**src/rtl/instr_class_profiler.sv**
```systemverilog
// Instruction-mix profiler: NUM_CH programmable mask/match channels with
// saturate/wrap counters, sticky overflow, atomic snapshot and registered read port.
module instr_class_profiler #(
  parameter int unsigned NUM_CH = 11,
  parameter int unsigned CNT_W  = 32,
  parameter int unsigned IDX_W  = $clog2(NUM_CH)
) (
  input  logic              clk,
  input  logic              rst_n,
  input  logic              enable,
  input  logic [31:0]       instruction,
  input  logic              instruction_issued,
  input  logic              sat_mode,
  input  logic              clear,
  input  logic              cfg_we,
  input  logic [IDX_W-1:0]  cfg_ch,
  input  logic [1:0]        cfg_field,
  input  logic [31:0]       cfg_wdata,
  input  logic              snap_req,
  output logic              snap_done,
  input  logic              rd_en,
  input  logic [IDX_W-1:0]  rd_ch,
  input  logic              rd_shadow,
  output logic [CNT_W-1:0]  rd_data,
  output logic              rd_valid,
  output logic [NUM_CH-1:0] overflow
);

  localparam logic [1:0] FIELD_MASK  = 2'b00;
  localparam logic [1:0] FIELD_MATCH = 2'b01;
  localparam logic [1:0] FIELD_EN    = 2'b10;

  logic [31:0]       mask_q   [NUM_CH];
  logic [31:0]       mask_d   [NUM_CH];
  logic [31:0]       match_q  [NUM_CH];
  logic [31:0]       match_d  [NUM_CH];
  logic [CNT_W-1:0]  cnt_q    [NUM_CH];
  logic [CNT_W-1:0]  cnt_d    [NUM_CH];
  logic [CNT_W-1:0]  shadow_q [NUM_CH];
  logic [CNT_W-1:0]  shadow_d [NUM_CH];
  logic [NUM_CH-1:0] ch_en_q, ch_en_d;
  logic [NUM_CH-1:0] overflow_q, overflow_d;
  logic [NUM_CH-1:0] hit_c;
  logic [CNT_W-1:0]  rd_data_q, rd_data_d;
  logic              rd_valid_q, rd_valid_d;
  logic              snap_done_q, snap_done_d;
  logic              cfg_ok_c;

  // Hit decode always uses the configuration registered before this edge
  always_comb begin
    for (int i = 0; i < NUM_CH; i++) begin
      hit_c[i] = instruction_issued & enable & ch_en_q[i] &
                 ((instruction & mask_q[i]) == match_q[i]);
    end
  end

  assign cfg_ok_c = cfg_we && (32'(cfg_ch) < NUM_CH);

  // Configuration, counter, snapshot and read next-state
  always_comb begin
    ch_en_d     = ch_en_q;
    overflow_d  = overflow_q;
    rd_valid_d  = rd_en;
    rd_data_d   = rd_data_q;
    snap_done_d = snap_req;
    for (int i = 0; i < NUM_CH; i++) begin
      mask_d[i]   = mask_q[i];
      match_d[i]  = match_q[i];
      cnt_d[i]    = cnt_q[i];
      shadow_d[i] = shadow_q[i];

      if (cfg_ok_c && (cfg_ch == IDX_W'(i))) begin
        case (cfg_field)
          FIELD_MASK:  mask_d[i]  = cfg_wdata;
          FIELD_MATCH: match_d[i] = cfg_wdata;
          FIELD_EN:    ch_en_d[i] = cfg_wdata[0];
          default:     ;
        endcase
      end

      if (clear) begin
        cnt_d[i]      = '0;
        overflow_d[i] = 1'b0;
      end else if (hit_c[i]) begin
        if (&cnt_q[i]) begin
          overflow_d[i] = 1'b1;
          if (!sat_mode) cnt_d[i] = '0;
        end else begin
          cnt_d[i] = cnt_q[i] + CNT_W'(1);
        end
      end

      if (snap_req) shadow_d[i] = cnt_q[i];
    end

    // Out-of-range channel reads return zero
    if (rd_en) begin
      rd_data_d = '0;
      for (int i = 0; i < NUM_CH; i++) begin
        if (rd_ch == IDX_W'(i)) rd_data_d = rd_shadow ? shadow_q[i] : cnt_q[i];
      end
    end
  end

  always_ff @(posedge clk or negedge rst_n) begin
    if (!rst_n) begin
      for (int i = 0; i < NUM_CH; i++) begin
        mask_q[i]   <= '0;
        match_q[i]  <= '0;
        cnt_q[i]    <= '0;
        shadow_q[i] <= '0;
      end
      ch_en_q     <= '0;
      overflow_q  <= '0;
      rd_data_q   <= '0;
      rd_valid_q  <= 1'b0;
      snap_done_q <= 1'b0;
    end else begin
      for (int i = 0; i < NUM_CH; i++) begin
        mask_q[i]   <= mask_d[i];
        match_q[i]  <= match_d[i];
        cnt_q[i]    <= cnt_d[i];
        shadow_q[i] <= shadow_d[i];
      end
      ch_en_q     <= ch_en_d;
      overflow_q  <= overflow_d;
      rd_data_q   <= rd_data_d;
      rd_valid_q  <= rd_valid_d;
      snap_done_q <= snap_done_d;
    end
  end

  assign rd_data   = rd_data_q;
  assign rd_valid  = rd_valid_q;
  assign snap_done = snap_done_q;
  assign overflow  = overflow_q;

endmodule

```
**config.mk**
```make
export PLATFORM = sky130hd
export DESIGN_NAME = instr_class_profiler
export DESIGN_NICKNAME = d
export VERILOG_FILES = /design/src/rtl/instr_class_profiler.sv
export SDC_FILE = /design/constraint.sdc
export NUM_CORES = 2
export LEC_CHECK = 0
export ABC_CLOCK_PERIOD_IN_PS = 4100
export CELL_PAD_IN_SITES_DETAIL_PLACEMENT = 1
export CELL_PAD_IN_SITES_GLOBAL_PLACEMENT = 2
export CORE_ASPECT_RATIO = 0.8
export CORE_MARGIN = 4
export CORE_UTILIZATION = 40
export CTS_CLUSTER_SIZE = 12
export DETAILED_ROUTE_END_ITERATION = 10
export PLACE_DENSITY_LB_ADDON = 0.1
export SKIP_LAST_GASP = 1
export SYNTH_ARGS = -nofsm -noshare
export SYNTH_HDL_FRONTEND = slang
export SYNTH_SLANG_ARGS = --single-unit
```
**constraint.sdc**
```tcl
create_clock -name clk -period 4.1 [get_ports clk]
set_input_delay 0.82 -clock clk [delete_from_list [all_inputs] [get_ports clk]]
set_output_delay 0.82 -clock clk [all_outputs]
set_load 0.05 [all_outputs]
```
; Word-level counts from Yosys, hierarchy flattened
; Index checks and enable logic that the tools add are counted.
[op_classes]
bitwise = 34
mux = 89
n_eq_ne = 44
n_addsub = 11
reduce_logical = 103
magnitude_cmp = 1
[op_table]
columns = cell, count
row1 = 2-to-1 mux 32 bit, 56
row2 = adder 32 x 1 -> 32 bit (second input constant), 11
row3 = bitwise AND 32 bit, 11
row4 = == test 32 bit, 11
row5 = AND reduction 32 bit, 11
row6 = AND reduction 2 bit, 55
row7 = nonzero test 2 bit, 22
row8 = 2-to-1 mux 1 bit, 33
row9 = != test 3 bit (second input constant), 11
row10 = == test 4 x 3 -> 1 bit (second input constant), 8
row11 = == test 4 bit (second input constant), 6
row12 = bitwise AND 1 bit, 23
row13 = == test 4 x 2 -> 1 bit (second input constant), 4
row14 = logical AND 1 bit, 12
row15 = == test 4 x 1 -> 1 bit (second input constant), 2
row16 = zero test 4 bit, 2
row17 = < comparator 4 bit (second input constant), 1
row18 = == test 2 x 1 -> 1 bit (second input constant), 1
row19 = == test 2 bit (second input constant), 1
row20 = zero test 2 bit, 1
[word_totals]
in_bits = 84
output_inout_bits = 45
register_bits = 1464

; Longest topological paths before layout
[depth]
ltp_word = 12
mapped_depth = 11
ltp_nobuf = 8

; Least setup slack after synthesis
; No wires, ideal clock.
[synth_path]
kind = input-to-reg
from = in instruction[10]
to = reg cnt_q[49] (netlist name)
slack_ps = 928
arrival_time_ps = 3047
stages = 10
required_ps = 3975
cell_sequence = buf_2 buf_2 a21o_1 a211oi_1 nand4_1 nor4_4 a21oi_1 clkbuf_1 nor4_1 mux2_2
[synth_via]
elab_chain_len = 5
[synth_rtl]
columns = element, line_no
row1 = start: declaration, 11  ; input logic [31:0] instruction,
row2 = bitwise AND 32 bit, 53  ; ((instruction & mask_q[i]) == match_q[i]);
row3 = == test 32 bit, 53
row4 = bitwise AND 1 bit, 52  ; hit_c[i] = instruction_issued & enable & ch_en_q[i] &
row5 = nonzero test 2 bit (no line), n/a
row6 = AND reduction 2 bit (no line), n/a
row7 = end signal: indexed assignment, 122  ; cnt_q[i] <= cnt_d[i];
row8 = end: declaration, 37  ; logic [CNT_W-1:0] cnt_q [NUM_CH];
; Every way passes these cells.
; A chain may end at the register's enable or synchronous reset.

; Final worst setup path
[layout_path]
from = in rd_ch[1]
to = reg rd_data_q[8], in the netlist rd_data[8]
[layout_via]
elab_chain_len = 12
[layout_rtl]
columns = element, line_no
row1 = start: declaration, 22  ; input logic [IDX_W-1:0] rd_ch,
row2 = zero test 4 bit, 100  ; if (rd_ch == IDX_W'(i)) rd_data_d = rd_shadow ? shadow_q[i] : cnt_q[i];
row3 = 2-to-1 mux 32 bit (10 in a row), 100
row4 = 2-to-1 mux 32 bit (*), 100
row5 = end signal: assignment, 127  ; rd_data_q <= rd_data_d;
row6 = end: declaration, 44  ; logic [CNT_W-1:0] rd_data_q, rd_data_d;
; Mark *: on every way between the ends. The rest lies on a longest branch, timed or not.

==> flow_metrics.tcl <==
set metrics [dict create \
    status "complete, no violations" \
    grt_max_degree 116 \
    synth-simple-area-share_pct 13.0 \
    required_ps 4790 \
    post-dp-hpwl_um 179000 \
    busiest_layer "met2" \
    syn_inst 6536 \
    synth_cell_types 78 \
    vias 55600 \
    rsz0062_at_grt "no" \
    nNetsFinal 6823 \
    hold_viol 0 \
    gr-total-overflow 0 \
    critPathKind "in -> reg" \
    vdd_drop_max_uv 334 \
    arrival_ps 4200 \
    clkSinkCount 1464 \
    grt_pass1_wl_um 383000 \
    synth_fp_nets 6631 \
    die_h_um 392 \
    synthToLayoutAreaGrowth_pct 16.0 \
    reg2reg_slack_ps 780 \
    max_freq_ghz 0.285 \
    grt_pass1_vias 56900 \
    clockRootBuffer "clkbuf_16" \
    avgSynthCellArea_sq_um 11.3 \
    pre_cts_ws_ps -143 \
    gp_congestion 0.953 \
    min_path_type "in -> reg" \
    synth-xor-area-share_pct 2.10 \
    drive_above_1_share_pct 28.2 \
    cp_max_fo 49 \
    die_area_sq_mm 0.191 \
    max_slew_margin_pct 25.0 \
    total_power_w 0.0361 \
    p_per_area_mw_per_mm2 422 \
    ys_top_cells_by_area "dfrtp_1 50%, mux2_2 18%, mux2i_1 2.4%" \
    finish.utilization_pct 46.8 \
    finalCriticalPeriod_ps 3510 \
    grt_antenna_before_repair 25 \
    synth-warning-count 0 \
    synth_edf_count 0 \
    synth_top_family_by_area "multiplexers" \
    rows 140 \
    post_cts_buffers 0 \
    synth_seq_area_share_pct 49.7 \
    met2_usage_pct 40.8 \
    die_w_um 488 \
    synth_top_area_share_pct 49.7 \
    synth-main-ff-cell "dfrtp_1" \
    synth_compound_area_share_pct 10.7 \
    place_inst 8976 \
    route.final.wire_length_um 258000 \
    cts_tree "built" \
    antenna_left 0 \
    wl_per_cell_um 27.7 \
    synthAdderAreaFrac_pct 0.187 \
    fin_skew_ps 22.2 \
    grt_use_met1_pct 37.9 \
    end_kind "flop" \
    drc_errors 0 \
    grtUsageTotal_pct 26.8 \
    viasPerCell 5.99 \
    synth_mux_area_share_pct 21.5 \
    clkLatencyLatePin_ps 810 \
    yosysTopAreaCell "dfrtp_1" \
    tritoncts.num_buffers 163 \
    clk_pin_slew_ps 60 \
    p_leak_nw 38.2 \
    crit_slowest_cell "clkdlybuf4s50_1" \
    clockBufferDepth 3 \
    slew_viol_final 0 \
    postSynth.asyncResetShare_pct 100 \
    synth_area_sq_mm 0.0737 \
    ioPinCount 129 \
    fin_crit_sh_pct 85.5 \
    synth-seq-cells 1464 \
    grt.met3_usage_pct 7.26 \
    initial_utilization_pct 40.4 \
    path_cells "clkdlybuf4s50_1 > nor2b_2 > and3b_2 > buf_12 > a221oi_1 > o21ai_0 > o21ai_0 > a221oi_1 > o22a_1" \
    fillCellCount 19200 \
    worst_slack_ps 594 \
    worstSetupStartpointType "input port" \
    first_pass_iters 8 \
    cap_violations 0 \
    portBuffers 128 \
    htree_num_levels 4 \
    finalNonFillerCells 9283 \
    crit_path_max_incr_delay_ps 660 \
    core_area_sq_mm 0.183 \
    max_slew.worst_pin.slew_ps 1120 \
    drtIter0Drc 4063 \
    setup_violations 0 \
]
[flip-flops by register name, summed over array words and instances, names as in the netlist]
register	flops
rd_data	32
ch_en_q	11
rd_valid	1
shadow_q	352
overflow	11
cnt_q	352
mask_q	352
snap_done	1
match_q	352
[metal layers]
metal  part of all wire, %  vias to the layer above
met3                   7.1                      297
met1                    46                    29300
met5                     0                        -
met2                    44                     1263
li1                      -                    24700
met4                   2.4                        0
[worst paths after layout]
path | startpoint | to | depth (start not counted)
worst max-delay path | rd_ch[1] | rd_data[8]$_DFFE_PN0P_ | 9
worst min-delay path | clear | cnt_q[250]$_DFFE_PN0P_ | 2
worst max register to register | cnt_q[32]$_DFFE_PN0P_ | cnt_q[53]$_DFFE_PN0P_ | 10
worst min register to register | rd_data[1]$_DFFE_PN0P_ | rd_data[1]$_DFFE_PN0P_ | 2
max in group asynchronous | rst_n | match_q[193]$_DFFE_PN0P_ | 4
min in group asynchronous | rst_n | match_q[337]$_DFFE_PN0P_ | 2
[report_power, final]
part,internal [W],switching (W)
combinational,0.00204,0.00267
sequential,0.0155,0.000760
clock,0.00876,0.00633
total,0.0263,0.00976
[cells in the final DEF (no fill, tap or decap), types with 122 or more instances in the layout]
master	netlist	final
clkbuf_16	0	167
o21ai_0	264	264
nand2_1	421	415
nand4_1	159	159
and3_1	142	142
buf_4	4	279
mux2i_1	180	180
nand3_1	244	244
xor2_1	174	174
mux2_2	1186	1186
nor2_1	196	185
o31ai_1	128	127
a21oi_1	348	345
or3_1	122	122
dfrtp_1	1464	1464
[per-stage QoR]
step	TNS [ps]	hold WS, ps	area, sq um
4_1_cts	0	195	85500
2_1_floorplan	0	471	73700
3_5_place_dp	-2580	481	80100
6_report	0	261	85500
5_1_grt	0	228	85500
3_3_place_gp	-997	476	80100
[worst max-delay path: cells and delay by family]
family	cells	cell delay (ps)
AO/OA/AOI/OAI	5	1820
buffers and inverters	2	880
AND/OR/NAND/NOR	2	660
[synthesized netlist by cell type (59+ instances only)]
library cell / instances
o31ai_1: 128
or3_1: 122
nand3_1: 244
buf_1: 98
and3b_1: 75
buf_2: 64
nand4_1: 159
mux2i_1: 180
o21ai_0: 264
a21boi_0: 71
mux2_2: 1186
nor2_1: 196
xor2_1: 174
clkbuf_1: 292
a21oi_1: 348
and3_1: 142
or4_1: 114
nand2_1: 421
nor4_1: 59
dfrtp_1: 1464
[kinds of logic (layout without fill, tap and decap cells)]
kind of cell / Yosys count / in the layout
AND/OR/NAND/NOR: 1739 / 1739
flip-flops: 1464 / 1464
adder cells (fa/ha/maj): 11 / 11
AO/OA/AOI/OAI: 1231 / 1231
multiplexers: 1398 / 1398
buffers and inverters: 516 / 837
XOR/XNOR: 177 / 177
other: 0 / 12
[area by class of cell]
class | count | area (sq um) | share of cell area (%)
Inverter | 54 | 203 | 0.237
Tap cell | 2414 | 3020 | 3.53
Sequential cell | 1464 | 36600 | 42.8
Multi-Input combinational cell | 4556 | 35200 | 41.2
Timing Repair Buffer | 489 | 4980 | 5.83
Clock inverter | 52 | 606 | 0.708
Antenna cell | 12 | 30.0 | 0.0351
Clock buffer | 242 | 4780 | 5.59
[timing repair]
item	4_1_cts	5_1_grt
hold buffers	1	0
hold endpoints to repair	14	0
resized for setup	0	0
Power figures use the tool's default switching activity.
